===== src/rtl/argon_pkg.sv =====
// Shared types and helpers for the Argon load/store unit: op encodings, FSM states,
// memory mask encodings and op decode functions.
package argon_pkg;

  typedef enum logic [2:0] {
    LSU_LB  = 3'd0,
    LSU_LH  = 3'd1,
    LSU_LW  = 3'd2,
    LSU_LBU = 3'd3,
    LSU_LHU = 3'd4,
    LSU_SB  = 3'd5,
    LSU_SH  = 3'd6,
    LSU_SW  = 3'd7
  } lsu_op_e;

  typedef enum logic [1:0] {
    ST_IDLE    = 2'd0,
    ST_ACCESS  = 2'd1,
    ST_CAPTURE = 2'd2,
    ST_RESP    = 2'd3
  } lsu_state_e;

  localparam logic [1:0] SIZE_BYTE = 2'd0;
  localparam logic [1:0] SIZE_HALF = 2'd1;
  localparam logic [1:0] SIZE_WORD = 2'd2;

  localparam logic [1:0] WR_MASK_NONE = 2'b00;
  localparam logic [1:0] WR_MASK_BYTE = 2'b01;
  localparam logic [1:0] WR_MASK_HALF = 2'b10;
  localparam logic [1:0] WR_MASK_WORD = 2'b11;

  localparam logic [2:0] RD_MASK_NONE = 3'b000;
  localparam logic [2:0] RD_MASK_BYTE = 3'b001;
  localparam logic [2:0] RD_MASK_HALF = 3'b010;
  localparam logic [2:0] RD_MASK_WORD = 3'b011;

  function automatic logic op_is_store(input lsu_op_e op);
    return (op == LSU_SB) || (op == LSU_SH) || (op == LSU_SW);
  endfunction

  function automatic logic op_is_signed(input lsu_op_e op);
    return (op == LSU_LB) || (op == LSU_LH);
  endfunction

  function automatic logic [1:0] op_size(input lsu_op_e op);
    case (op)
      LSU_LB, LSU_LBU, LSU_SB: return SIZE_BYTE;
      LSU_LH, LSU_LHU, LSU_SH: return SIZE_HALF;
      default:                 return SIZE_WORD;
    endcase
  endfunction

  function automatic logic [1:0] op_wr_mask(input lsu_op_e op);
    if (!op_is_store(op)) return WR_MASK_NONE;
    case (op_size(op))
      SIZE_BYTE: return WR_MASK_BYTE;
      SIZE_HALF: return WR_MASK_HALF;
      default:   return WR_MASK_WORD;
    endcase
  endfunction

  function automatic logic [2:0] op_rd_mask(input lsu_op_e op);
    if (op_is_store(op)) return RD_MASK_NONE;
    case (op_size(op))
      SIZE_BYTE: return RD_MASK_BYTE;
      SIZE_HALF: return RD_MASK_HALF;
      default:   return RD_MASK_WORD;
    endcase
  endfunction

  function automatic logic op_misaligned(input lsu_op_e op, input logic [1:0] addr_lo);
    case (op_size(op))
      SIZE_HALF: return addr_lo[0];
      SIZE_WORD: return |addr_lo;
      default:   return 1'b0;
    endcase
  endfunction

endpackage


===== src/rtl/lsu_load_extend.sv =====
// Combinational size/sign extension of low-justified load data from Memory.
module lsu_load_extend
  import argon_pkg::*;
#(
  parameter int XLEN = 32
) (
  input  lsu_op_e         i_op,
  input  logic [XLEN-1:0] i_rd_data,
  output logic [XLEN-1:0] o_ext_data
);

  always_comb begin
    o_ext_data = i_rd_data;
    case (i_op)
      LSU_LB:  o_ext_data = {{(XLEN-8){i_rd_data[7]}}, i_rd_data[7:0]};
      LSU_LH:  o_ext_data = {{(XLEN-16){i_rd_data[15]}}, i_rd_data[15:0]};
      LSU_LBU: o_ext_data = {{(XLEN-8){1'b0}}, i_rd_data[7:0]};
      LSU_LHU: o_ext_data = {{(XLEN-16){1'b0}}, i_rd_data[15:0]};
      default: o_ext_data = i_rd_data;
    endcase
  end

endmodule


===== src/rtl/load_store_unit.sv =====
// Argon memory-access stage: one load/store in flight, 1-cycle read latency Memory.
// Optional ARGON_LSU_MISALIGN_TRAP_EN traps misaligned requests before they reach Memory.
module load_store_unit
  import argon_pkg::*;
#(
  parameter int XLEN = 32
) (
  input  logic            i_clk,
  input  logic            i_reset_n,
  input  logic            i_halt,
  input  logic            i_req_valid,
  output logic            o_req_ready,
  input  logic [2:0]      i_req_op,
  input  logic [XLEN-1:0] i_req_addr,
  input  logic [XLEN-1:0] i_req_wdata,
  output logic [XLEN-1:0] o_mem_address,
  output logic [XLEN-1:0] o_mem_wr_data,
  output logic [1:0]      o_mem_wr_mask,
  output logic [2:0]      o_mem_rd_mask,
  input  logic [XLEN-1:0] i_mem_rd_data,
  input  logic            i_mem_err_misaligned,
  input  logic            i_mem_err_rd_mask,
  output logic            o_rsp_valid,
  input  logic            i_rsp_ready,
  output logic [XLEN-1:0] o_rsp_data,
  output logic [1:0]      o_rsp_err
);

  lsu_state_e      state_q, state_d;
  lsu_op_e         op_q, op_d;
  logic [XLEN-1:0] addr_q, addr_d;
  logic [XLEN-1:0] wdata_q, wdata_d;
  logic [1:0]      wr_mask_q, wr_mask_d;
  logic [2:0]      rd_mask_q, rd_mask_d;
  logic [XLEN-1:0] rsp_data_q, rsp_data_d;
  logic [1:0]      rsp_err_q, rsp_err_d;

  lsu_op_e         req_op;
  logic            req_fire;
  logic            trap_hit;
  logic [1:0]      mem_err;
  logic [XLEN-1:0] ext_data;

  assign req_op   = lsu_op_e'(i_req_op);
  assign req_fire = i_req_valid && o_req_ready;
  assign mem_err  = {i_mem_err_rd_mask, i_mem_err_misaligned};

`ifdef ARGON_LSU_MISALIGN_TRAP_EN
  assign trap_hit = op_misaligned(req_op, i_req_addr[1:0]);
`else
  assign trap_hit = 1'b0;
`endif

  lsu_load_extend #(.XLEN(XLEN)) u_load_extend (
    .i_op       (op_q),
    .i_rd_data  (i_mem_rd_data),
    .o_ext_data (ext_data)
  );

  // Masks are registered so they are high only for the ACCESS cycle and drop on async reset.
  always_comb begin
    state_d    = state_q;
    op_d       = op_q;
    addr_d     = addr_q;
    wdata_d    = wdata_q;
    wr_mask_d  = WR_MASK_NONE;
    rd_mask_d  = RD_MASK_NONE;
    rsp_data_d = rsp_data_q;
    rsp_err_d  = rsp_err_q;
    case (state_q)
      ST_IDLE: begin
        if (req_fire) begin
          op_d    = req_op;
          addr_d  = i_req_addr;
          wdata_d = i_req_wdata;
          if (trap_hit) begin
            state_d    = ST_RESP;
            rsp_data_d = '0;
            rsp_err_d  = 2'b01;
          end else begin
            state_d   = ST_ACCESS;
            wr_mask_d = op_wr_mask(req_op);
            rd_mask_d = op_rd_mask(req_op);
          end
        end
      end
      ST_ACCESS: begin
        if (op_is_store(op_q)) begin
          state_d    = ST_RESP;
          rsp_data_d = '0;
          rsp_err_d  = mem_err;
        end else begin
          state_d = ST_CAPTURE;
        end
      end
      ST_CAPTURE: begin
        state_d    = ST_RESP;
        rsp_err_d  = mem_err;
        rsp_data_d = (|mem_err) ? '0 : ext_data;
      end
      ST_RESP: begin
        if (i_rsp_ready) state_d = ST_IDLE;
      end
      default: state_d = ST_IDLE;
    endcase
  end

  always_ff @(posedge i_clk or negedge i_reset_n) begin
    if (!i_reset_n) begin
      state_q    <= ST_IDLE;
      op_q       <= LSU_LW;
      addr_q     <= '0;
      wdata_q    <= '0;
      wr_mask_q  <= WR_MASK_NONE;
      rd_mask_q  <= RD_MASK_NONE;
      rsp_data_q <= '0;
      rsp_err_q  <= 2'b00;
    end else begin
      state_q    <= state_d;
      op_q       <= op_d;
      addr_q     <= addr_d;
      wdata_q    <= wdata_d;
      wr_mask_q  <= wr_mask_d;
      rd_mask_q  <= rd_mask_d;
      rsp_data_q <= rsp_data_d;
      rsp_err_q  <= rsp_err_d;
    end
  end

  // Ready is gated by reset so execute never sees a handshake while the unit is held in reset.
  assign o_req_ready   = (state_q == ST_IDLE) && !i_halt && i_reset_n;
  assign o_rsp_valid   = (state_q == ST_RESP);
  assign o_rsp_data    = rsp_data_q;
  assign o_rsp_err     = rsp_err_q;
  assign o_mem_address = addr_q;
  assign o_mem_wr_data = wdata_q;
  assign o_mem_wr_mask = wr_mask_q;
  assign o_mem_rd_mask = rd_mask_q;

endmodule


===== config.mk =====
export PLATFORM = sky130hd
export DESIGN_NAME = load_store_unit
export DESIGN_NICKNAME = d
export VERILOG_FILES = /design/src/rtl/argon_pkg.sv /design/src/rtl/lsu_load_extend.sv /design/src/rtl/load_store_unit.sv
export SDC_FILE = /design/constraint.sdc
export NUM_CORES = 1
export LEC_CHECK = 0
export CORE_ASPECT_RATIO = 1.2
export CORE_MARGIN = 2
export CORE_UTILIZATION = 41
export CTS_BUF_LIST = sky130_fd_sc_hd__clkbuf_16
export CTS_CLUSTER_SIZE = 10
export DETAILED_ROUTE_END_ITERATION = 16
export PLACE_DENSITY = 0.86
export SYNTH_ARGS = -nofsm -noshare
export SYNTH_HDL_FRONTEND = slang
export SYNTH_SLANG_ARGS = --single-unit
export TNS_END_PERCENT = 20

===== constraint.sdc =====
create_clock -name i_clk -period 2.55 [get_ports i_clk]
set_clock_uncertainty 0.2 [all_clocks]
set_input_delay 0.255 -clock i_clk [delete_from_list [all_inputs] [get_ports i_clk]]
set_output_delay 0.255 -clock i_clk [all_outputs]
set_load 0.1 [all_outputs]

Word-level counts from Yosys, hierarchy flattened
Cells that the tools add are included.
{"block": "classes", "add_sub_neg": 0, "mul": 0, "div": 0, "n_lt_le_gt_ge": 0, "eq_ne": 20, "shifts": 0, "n_mux": 33, "bitwise": 0, "reduce_logical": 20}
{"cell": "one-hot mux 32 bit (4 select lines)", "count": 1}
{"cell": "2-to-1 mux 32 bit", "count": 2}
{"cell": "one-hot mux 32 bit (2 select lines)", "count": 1}
{"cell": "2-to-1 mux 2 bit", "count": 13}
{"cell": "equality test 3 bit, second input constant", "count": 8}
{"cell": "one-hot mux 2 bit (2 select lines)", "count": 4}
{"cell": "2-to-1 mux 3 bit", "count": 4}
{"cell": "one-hot mux 2 bit (4 select lines)", "count": 1}
{"cell": "2-to-1 mux 1 bit", "count": 7}
{"cell": "equality test 2 x 1 -> 1 bit, second input constant", "count": 3}
{"cell": "equality test 3 x 1 -> 1 bit, second input constant", "count": 2}
{"cell": "equality test 3 x 2 -> 1 bit, second input constant", "count": 2}
{"cell": "logical NOT 2 bit", "count": 3}
{"cell": "logical NOT 3 bit", "count": 2}
{"cell": "AND reduction 2 bit", "count": 3}
{"cell": "OR reduction 3 bit", "count": 2}
{"cell": "equality test 2 bit, second input constant", "count": 2}
{"cell": "logical OR 1 bit", "count": 4}
{"cell": "!= test 2 bit, second input constant", "count": 2}
{"cell": "logical AND 1 bit", "count": 3}
{"cell": "!= test 2 x 1 -> 1 bit, second input constant", "count": 1}
{"cell": "nonzero test 2 bit", "count": 1}
{"cell": "OR reduction 2 bit", "count": 1}
{"cell": "logical NOT 1 bit", "count": 1}
{"block": "totals", "register_bits": 108, "latchBits": 0, "mem_bits_rw": 0, "mem_bits_ro": 0, "in_bits": 106, "out_inout_bits": 105, "word_cells": 81, "n_memories": 0}

Logic depth before layout (Yosys ltp)
Gate-level depths: netlist of the first run.
{"block": "logic_depth", "depth_word": 14, "mapped_depth": 8, "mapped_depth_nobuf": 6}

Modules after synthesis
Synthesis of the first run repeated with hierarchy kept, for this count alone.
{"block": "hier_totals", "hier_cells": 531, "hier_area_um2": 4815.9}
{"mod": "load_store_unit", "instances": 1, "cells_per_inst": 457, "area_each_um2": 4388.0, "seq_area_each_um2": 2678.8}
{"mod": "lsu_load_extend", "instances": 1, "cells_per_inst": 74, "area_each_um2": 427.9, "seq_area_each_um2": 0.0}

Worst setup path after synthesis of the first run
OpenSTA, ideal clock, no wires.
{"block": "synth_path", "path_type": "register to register", "from": "reg state_q[0]", "to": "reg wr_mask_q[0], in the netlist o_mem_wr_mask[0]", "setup_time_ps": 67, "arrival_ps": 2329, "required_time_ps": 2283, "slack_ps": -46, "path_stages_with_launch": 8, "path_buffers": 2, "cell_sequence": "dfrtp_1 inv_1 ha_1 and3b_1 and2_1 clkbuf_1 clkbuf_1 and3_1"}
{"block": "synth_via", "elab_chain_len": 6}
{"element": "from (decl)", "line_no": "load_store_unit.sv:29", "source": "lsu_state_e state_q, state_d;"}
{"element": "from (signal assigned)", "line_no": "load_store_unit.sv:119", "source": "state_q <= state_d;"}
{"element": "logical NOT 2 bit", "line_no": "load_store_unit.sv:131", "source": "assign o_req_ready = (state_q == ST_IDLE) && !i_halt && i_reset_n;"}
{"element": "logical AND 1 bit (2 in series)", "line_no": "load_store_unit.sv:131"}
{"element": "net o_req_ready", "line_no": "load_store_unit.sv:12", "source": "output logic o_req_ready,"}
{"element": "logical AND 1 bit", "line_no": "load_store_unit.sv:45", "source": "assign req_fire = i_req_valid && o_req_ready;"}
{"element": "2-to-1 mux 2 bit", "line_no": "load_store_unit.sv:72", "source": "if (req_fire) begin"}
{"element": "2-to-1 mux 2 bit", "line_no": "load_store_unit.sv:70", "source": "case (state_q)"}
{"element": "net wr_mask_d[0]", "line_no": "load_store_unit.sv:33", "source": "logic [1:0] wr_mask_q, wr_mask_d;"}
{"element": "to (signal assigned)", "line_no": "load_store_unit.sv:123", "source": "wr_mask_q <= wr_mask_d;"}
{"element": "to (decl)", "line_no": "load_store_unit.sv:33"}
The timed path passes the listed nets, and every way through them passes these cells.
A chain may end at the register's enable or synchronous reset.

Final worst setup path of the first run
{"block": "layout_path", "from": "in i_reset_n", "to": "reg state_q[0]"}
{"block": "layout_via", "elab_chain_len": 4}
{"element": "from (decl)", "line_no": "load_store_unit.sv:9", "source": "input logic i_reset_n,"}
{"element": "logical AND 1 bit", "line_no": "load_store_unit.sv:131"}
{"element": "logical AND 1 bit", "line_no": "load_store_unit.sv:45"}
{"element": "!= test 2 bit (no line)"}
{"element": "AND reduction 2 bit (no line)"}
Every way passes these cells.

==> metrics.cfg, run 1 <==
[outcome]
status=completed

[logic_synthesis]
yosysWarningCount=0
synth_seq_cells=107
synth_seq_area_share_pct=60.06
syn_avg_cell_area_um2=9.254
synthDistinctLibCells=35
netlist_area_mm2=0.004461
synth_fp_nets=593
synth_cells=482

[detailed_routing]
wirelength_um=11940
vias_per_cell=4.862
vias=3987
drcViolationCount=0
dr.first_iter.drc_count=141
drt_pass1_iterations=4
avgRoutedWirePerCell_um=14.56
drtAntennaViolNets=0

[sta]
finalSetupTns_ns=0
slew-limit-headroom_pct=53.43
rsz0062_at_grt=false
max_freq_ghz=0.4663
hold_violations=0
fin_crit_sh_pct=84.10
fin_crit_ns=2.145
setup_viol=0
slew_violations=0
tightestPinTransition_ns=0.6986

[floorplan]
die_w_um=99.22
coreArea_mm2=0.01057
die_y_um=118.3
dieArea_mm2=0.01173
ioPinCount=211
initial_utilization_pct=42.21
rows=41

[place]
dp_hpwl_um=8868
port_buffers=209
dp.cells=803
gp_congestion=0.7782
place_area_mm2=0.006450

[clock_network]
root_buffer=clkbuf_16
clk_pin_slew_ns=0.07
h-tree-depth=3
cts_setup_buffers=0
cts_resized=0
insertion_delay_ns=0.34
cts_num_sinks=107
clk_path_buf_depth=2
cts_tree=yes
cts_buffers=9

[finish]
postLayoutCoreUtil_pct=63.63
fin_cells=820
final_cell_mix=nand2_1 (240), buf_4 (112), dfrtp_1 (106)
design_area_mm2=0.006724
final_common_cell=nand2_1
antennaDiodeCount=0
area_growth_pct=50.74
final_layout_size_suffix_gt1_share_pct=21.13
nNetsFinal=797

[global_routing]
grt_pass1_vias=4103
antenna_found_initial=0
grt_pass1_wl_um=19260
grt_overflow=0
grt_use_total_pct=20.22
grt_max_degree=56

[min_path]
hold_end=o_mem_wr_data[30]
min_from=i_req_wdata[30]
hold_depth=3
hold_path.class=input port to flip-flop

[setup_path]
critical_path.top_delay_family=buffers and inverters
worstRegToRegCells=7
path_buf_inv=3
start_kind=input port
end_kind=flip-flop
slowest_stage=dlygate4sd3_1
cp_cell_sequence=dlygate4sd3_1 > buf_4 > buf_4 > nand3b_1 > a21oi_1 > and4b_1 > a21oi_1
regToRegEndpoint=o_mem_address[16]
ff2ff_setup_slack_ns=0.42
crit_type=input port to flip-flop
critPathMaxFanout=54
timing.rr.start=state_q[0]
critPathRequiredTime_ns=2.58
crit_path_max_incr_delay_ns=0.56
arrival_ns=2.17

[run]
max_cap_violations=0

final cells by class:
class	count	area, µm²
inverters	5	18.77
well taps	129	161.4
clock inverters	7	38.79
flip-flops and latches	107	2679
multi-input cells	343	1649
fillers	855	3844
clock buffers	9	225.2
repair buffers	220	1952
timing repair:
| item | 4_1_cts | 5_1_grt |
|---|---|---|
| hold buffers | 1 | 0 |
| endpoints found under the setup margin | 0 | 0 |
| endpoints found under the hold margin | 51 | 0 |
metrics by stage:
| stage | setup WS (ns) | hold WS (ns) |
|---|---|---|
| floorplan | 0.2812 | -0.2406 |
| global placement | 0.4910 | 0.2352 |
| detailed placement | 0.4211 | 0.2414 |
| CTS | 0.3575 | 0.2254 |
| global route | 0.2226 | 0.2378 |
| finish | 0.4054 | 0.2359 |
worst reg2reg max path, cell delays in order, from the launching register on:
cell	delay, ns
dfrtp_1	0.41
inv_1	0.13
ha_1	0.18
and3b_2	0.24
and2_2	0.43
buf_12	0.27
nand2_1	0.13
nand2_1	0.06
Yosys cell counts:
cell type,n,area (µm²)
a21boi_2,1,11.26
a21o_1,9,67.56
a21oi_1,10,50.05
and2_1,1,6.260
and3_1,2,12.51
and3b_1,1,8.760
and4b_1,1,10.01
buf_1,5,18.77
buf_2,7,35.03
buf_4,2,15.01
buf_6,1,11.26
clkbuf_1,11,41.29
clkbuf_2,1,5.000
conb_1,1,3.750
dfrtp_1,106,2653
dfstp_2,1,26.28
ha_1,5,62.56
inv_1,5,18.77
mux2_1,2,22.52
mux2i_1,1,10.01
nand2_1,241,904.6
nand2b_1,1,6.260
nand3b_1,1,7.510
nor2_1,18,67.56
nor2b_1,4,25.02
nor3_1,1,5.000
nor3b_4,1,18.77
nor4b_4,1,23.77
o211ai_1,1,7.510
o21ai_0,18,90.09
o21ai_1,4,20.02
o311ai_2,1,16.27
o31ai_1,6,45.04
o31ai_2,10,125.1
xor2_1,1,8.760
routing by layer:
metal	GRT usage (%)	wire, µm
met1	23.35	4695
met2	35.18	6101
met3	4.080	751
met4	10.19	391
met5	0	0
worst max path at each step:
| stage | from | to | slack, ns | cells after the start |
|---|---|---|---|---|
| detailed placement | i_halt | o_mem_wr_data[20] | 0.42 | 6 |
| floorplan | state_q[0] | o_mem_wr_mask[0] | 0.28 | 7 |
| global route | i_reset_n | state_q[0] | 0.22 | 7 |
| global placement | i_halt | o_mem_wr_data[9] | 0.49 | 6 |
| finish | i_reset_n | state_q[0] | 0.41 | 7 |
| CTS | i_reset_n | state_q[0] | 0.36 | 7 |
flip-flops by register name (all words and copies together), names as in the netlist:
signal / cells
o_mem_wr_data: 32
o_rsp_data: 32
o_rsp_err: 2
o_mem_rd_mask: 2
op_q: 3
o_mem_address: 32
o_mem_wr_mask: 2
state_q: 2
logic make-up after synthesis:
logic type	synth area share (%)
AND/OR/NAND/NOR	24.57
flip-flops	60.06
AO/OA/AOI/OAI	9.706
buffers and inverters	3.254
adder cells (fa/ha/maj)	1.403
multiplexers	0.7293
other	0.08407
XOR/XNOR	0.1964
Power of run 1 is not shown: default switching activity piles up to over one toggle a cycle in this logic, so the estimate is an artifact.
==> run 2, diff against run 1 <==
==> constraint.sdc (replaced) <==
create_clock -name i_clk -period 2.2 [get_ports i_clk]
set_clock_uncertainty 0.2 [all_clocks]
set_input_delay 0.22 -clock i_clk [delete_from_list [all_inputs] [get_ports i_clk]]
set_output_delay 0.22 -clock i_clk [all_outputs]
set_load 0.1 [all_outputs]
==> run 2 against run 1 <==
Effect of this change:
- worst setup slack worse by 0.20 ns
- final cell count is 0.12% higher
- routed wire length decreased by 1.2%
- hold slack got worse by 0.039 ns
- non-clock buffer count is 1 higher
- global-route usage up 0.063 points
- critical path depth unchanged
- via count down 0.50%
- sequential cell count is the same
- core utilization is 0.40 points higher
==> metrics.cfg, run 2 (synthesis results as in run 1) <==
[outcome]
status=completed

[detailed_routing]
drtAntennaViolNets=0  ; unchanged
wirelength_um=11800  ; -1.2%
avgRoutedWirePerCell_um=14.37  ; -1.3%
vias_per_cell=4.832  ; -0.62%
vias=3967  ; -0.50%
drt_pass1_iterations=4  ; unchanged
dr.first_iter.drc_count=142  ; +0.71%
drcViolationCount=0  ; unchanged

[global_routing]
grt_overflow=0  ; unchanged
grt_use_met1_pct=23.60  ; +0.25 points
grt_pass1_wl_um=19330  ; +0.32%
grt_pass1_vias=4096  ; -0.17%
grt_max_degree=108  ; +93%
grt_busiest_layer=met2
antenna_found_initial=0  ; unchanged
grtUsageMet3_pct=5.914  ; +1.8 points
met2_usage_pct=35.22  ; +0.042 points
grt_use_total_pct=20.28  ; +0.063 points

[setup_path]
cp_cell_sequence=inv_1 > ha_1 > o211ai_1 > a21boi_4 > buf_4 > nand2_1 > o31ai_2
arrival_ns=2.04  ; -0.13 ns
slowest_stage=dfrtp_1
end_kind=flip-flop
critPathRequiredTime_ns=2.25  ; -0.33 ns
crit_type=flip-flop to flip-flop
start_kind=flip-flop
critPathMaxFanout=26  ; -52%
crit_path_max_incr_delay_ns=0.39  ; -0.17 ns

[sta]
slew-limit-headroom_pct=61.31  ; +7.9 points
max_freq_ghz=0.5023
fin_crit_sh_pct=90.50
fin_crit_ns=1.991
finalSetupTns_ns=0  ; unchanged
slew_violations=0  ; unchanged
rsz0062_at_grt=false
setup_viol=0  ; unchanged
hold_violations=0  ; unchanged
tightestPinTransition_ns=0.5803  ; -0.1183 ns

[finish]
final_layout_size_suffix_gt1_share_pct=21.24  ; +0.11 points
area_growth_pct=51.70
final_common_cell=nand2_1
nNetsFinal=798  ; +0.13%
antennaDiodeCount=0  ; unchanged
final_cell_mix=nand2_1 (240), buf_4 (112), dfrtp_1 (106)

[clock_network]
cts_tree=yes
cts_buffers=9  ; unchanged
cts_num_sinks=107  ; unchanged
clk_path_buf_depth=2  ; unchanged
clk_pin_slew_ns=0.07  ; about the same
root_buffer=clkbuf_16
insertion_delay_ns=0.34  ; about the same
h-tree-depth=3  ; unchanged

[min_path]
hold_path.class=input port to flip-flop

[place]
dp_hpwl_um=8895  ; +0.30%
port_buffers=209  ; unchanged
gp_congestion=0.8239  ; +5.9%

[floorplan]
rows=41  ; unchanged
ioPinCount=211  ; unchanged
dieArea_mm2=0.01173  ; unchanged
die_w_um=99.22  ; unchanged
initial_utilization_pct=42.21  ; unchanged
coreArea_mm2=0.01057  ; unchanged
die_y_um=118.3  ; unchanged

[run]
max_cap_violations=0  ; unchanged

-- run 2: cell count changes in the layout (fill, tap and decap cells not counted) --
cell,before,now
and3b_2,1,0
clkinvlp_4,3,1
inv_1,7,5
bufinv_16,0,1
clkinv_2,1,2
clkinv_1,1,3
and3b_4,0,1
buf_12,3,4
-- run 2: final cells by class --
| cell class | count | area (µm²) |
|---|---|---|
| clock buffer | 9 | 225.2 |
| clock inverter | 7 | 58.81 |
| fill | 828 | 3801 |
| inverter | 5 | 18.77 |
| multi-input combinational | 343 | 1652 |
| sequential | 107 | 2679 |
| tap | 129 | 161.4 |
| timing repair buffer | 221 | 1972 |
-- run 2: stage by stage --
stage | utilization (%) | hold slack [ns] | instance area, µm² | worst slack, ns | std cells
3_3_place_gp | 61.25 | 0.1881 | 6472 | 0.3173 | 804
3_5_place_dp | 61.25 | 0.1951 | 6472 | 0.2054 | 804
6_report | 64.03 | 0.1973 | 6766 | 0.2090 | 821
5_1_grt | 64.03 | 0.1928 | 6766 | 0.07044 | 821
2_1_floorplan | - | -0.2756 | 4464 | 0.04688 | 482
4_1_cts | 64.03 | 0.1915 | 6766 | 0.1771 | 821
-- run 2: repair_timing --
action / 4_1_cts / 5_1_grt
resized for setup: 0 / 0
hold buffers: 1 / 0
endpoints found under the hold margin: 106 / 0
setup buffers: 0 / 0
-- run 2: routing by layer --
layer | vias to the layer above | part of all wire (%)
met1 | 1870 | 39
li1 | 1930 | -
met3 | 22 | 6.8
met4 | 0 | 2.2
met2 | 145 | 52
met5 | - | 0
-- run 2: path summary, 6_finish.rpt --
kind	start	end	slack (ns)	cells past startpoint
min	i_req_wdata[3]	o_mem_wr_data[3]	0.20	3
max in group asynchronous	i_reset_n	o_rsp_data[30]	1.01	3
min in group asynchronous	i_reset_n	o_rsp_data[10]	0.32	3
max	state_q[1]	o_rsp_data[30]	0.21	7
max reg2reg	state_q[1]	o_rsp_data[30]	0.21	7
min reg2reg	o_mem_address[30]	o_mem_address[30]	0.28	2
-- run 2: worst max-delay path, delay by kind of cell, from the launching register on --
family / cells / cell delay (ns)
DFF: 1 / 0.39
and+or+nand+nor: 1 / 0.12
AOI/OAI and AO/OA: 3 / 0.52
adders and majority gates: 1 / 0.21
buffers and inverters: 2 / 0.45
Power of run 2 is left out for the same reason.
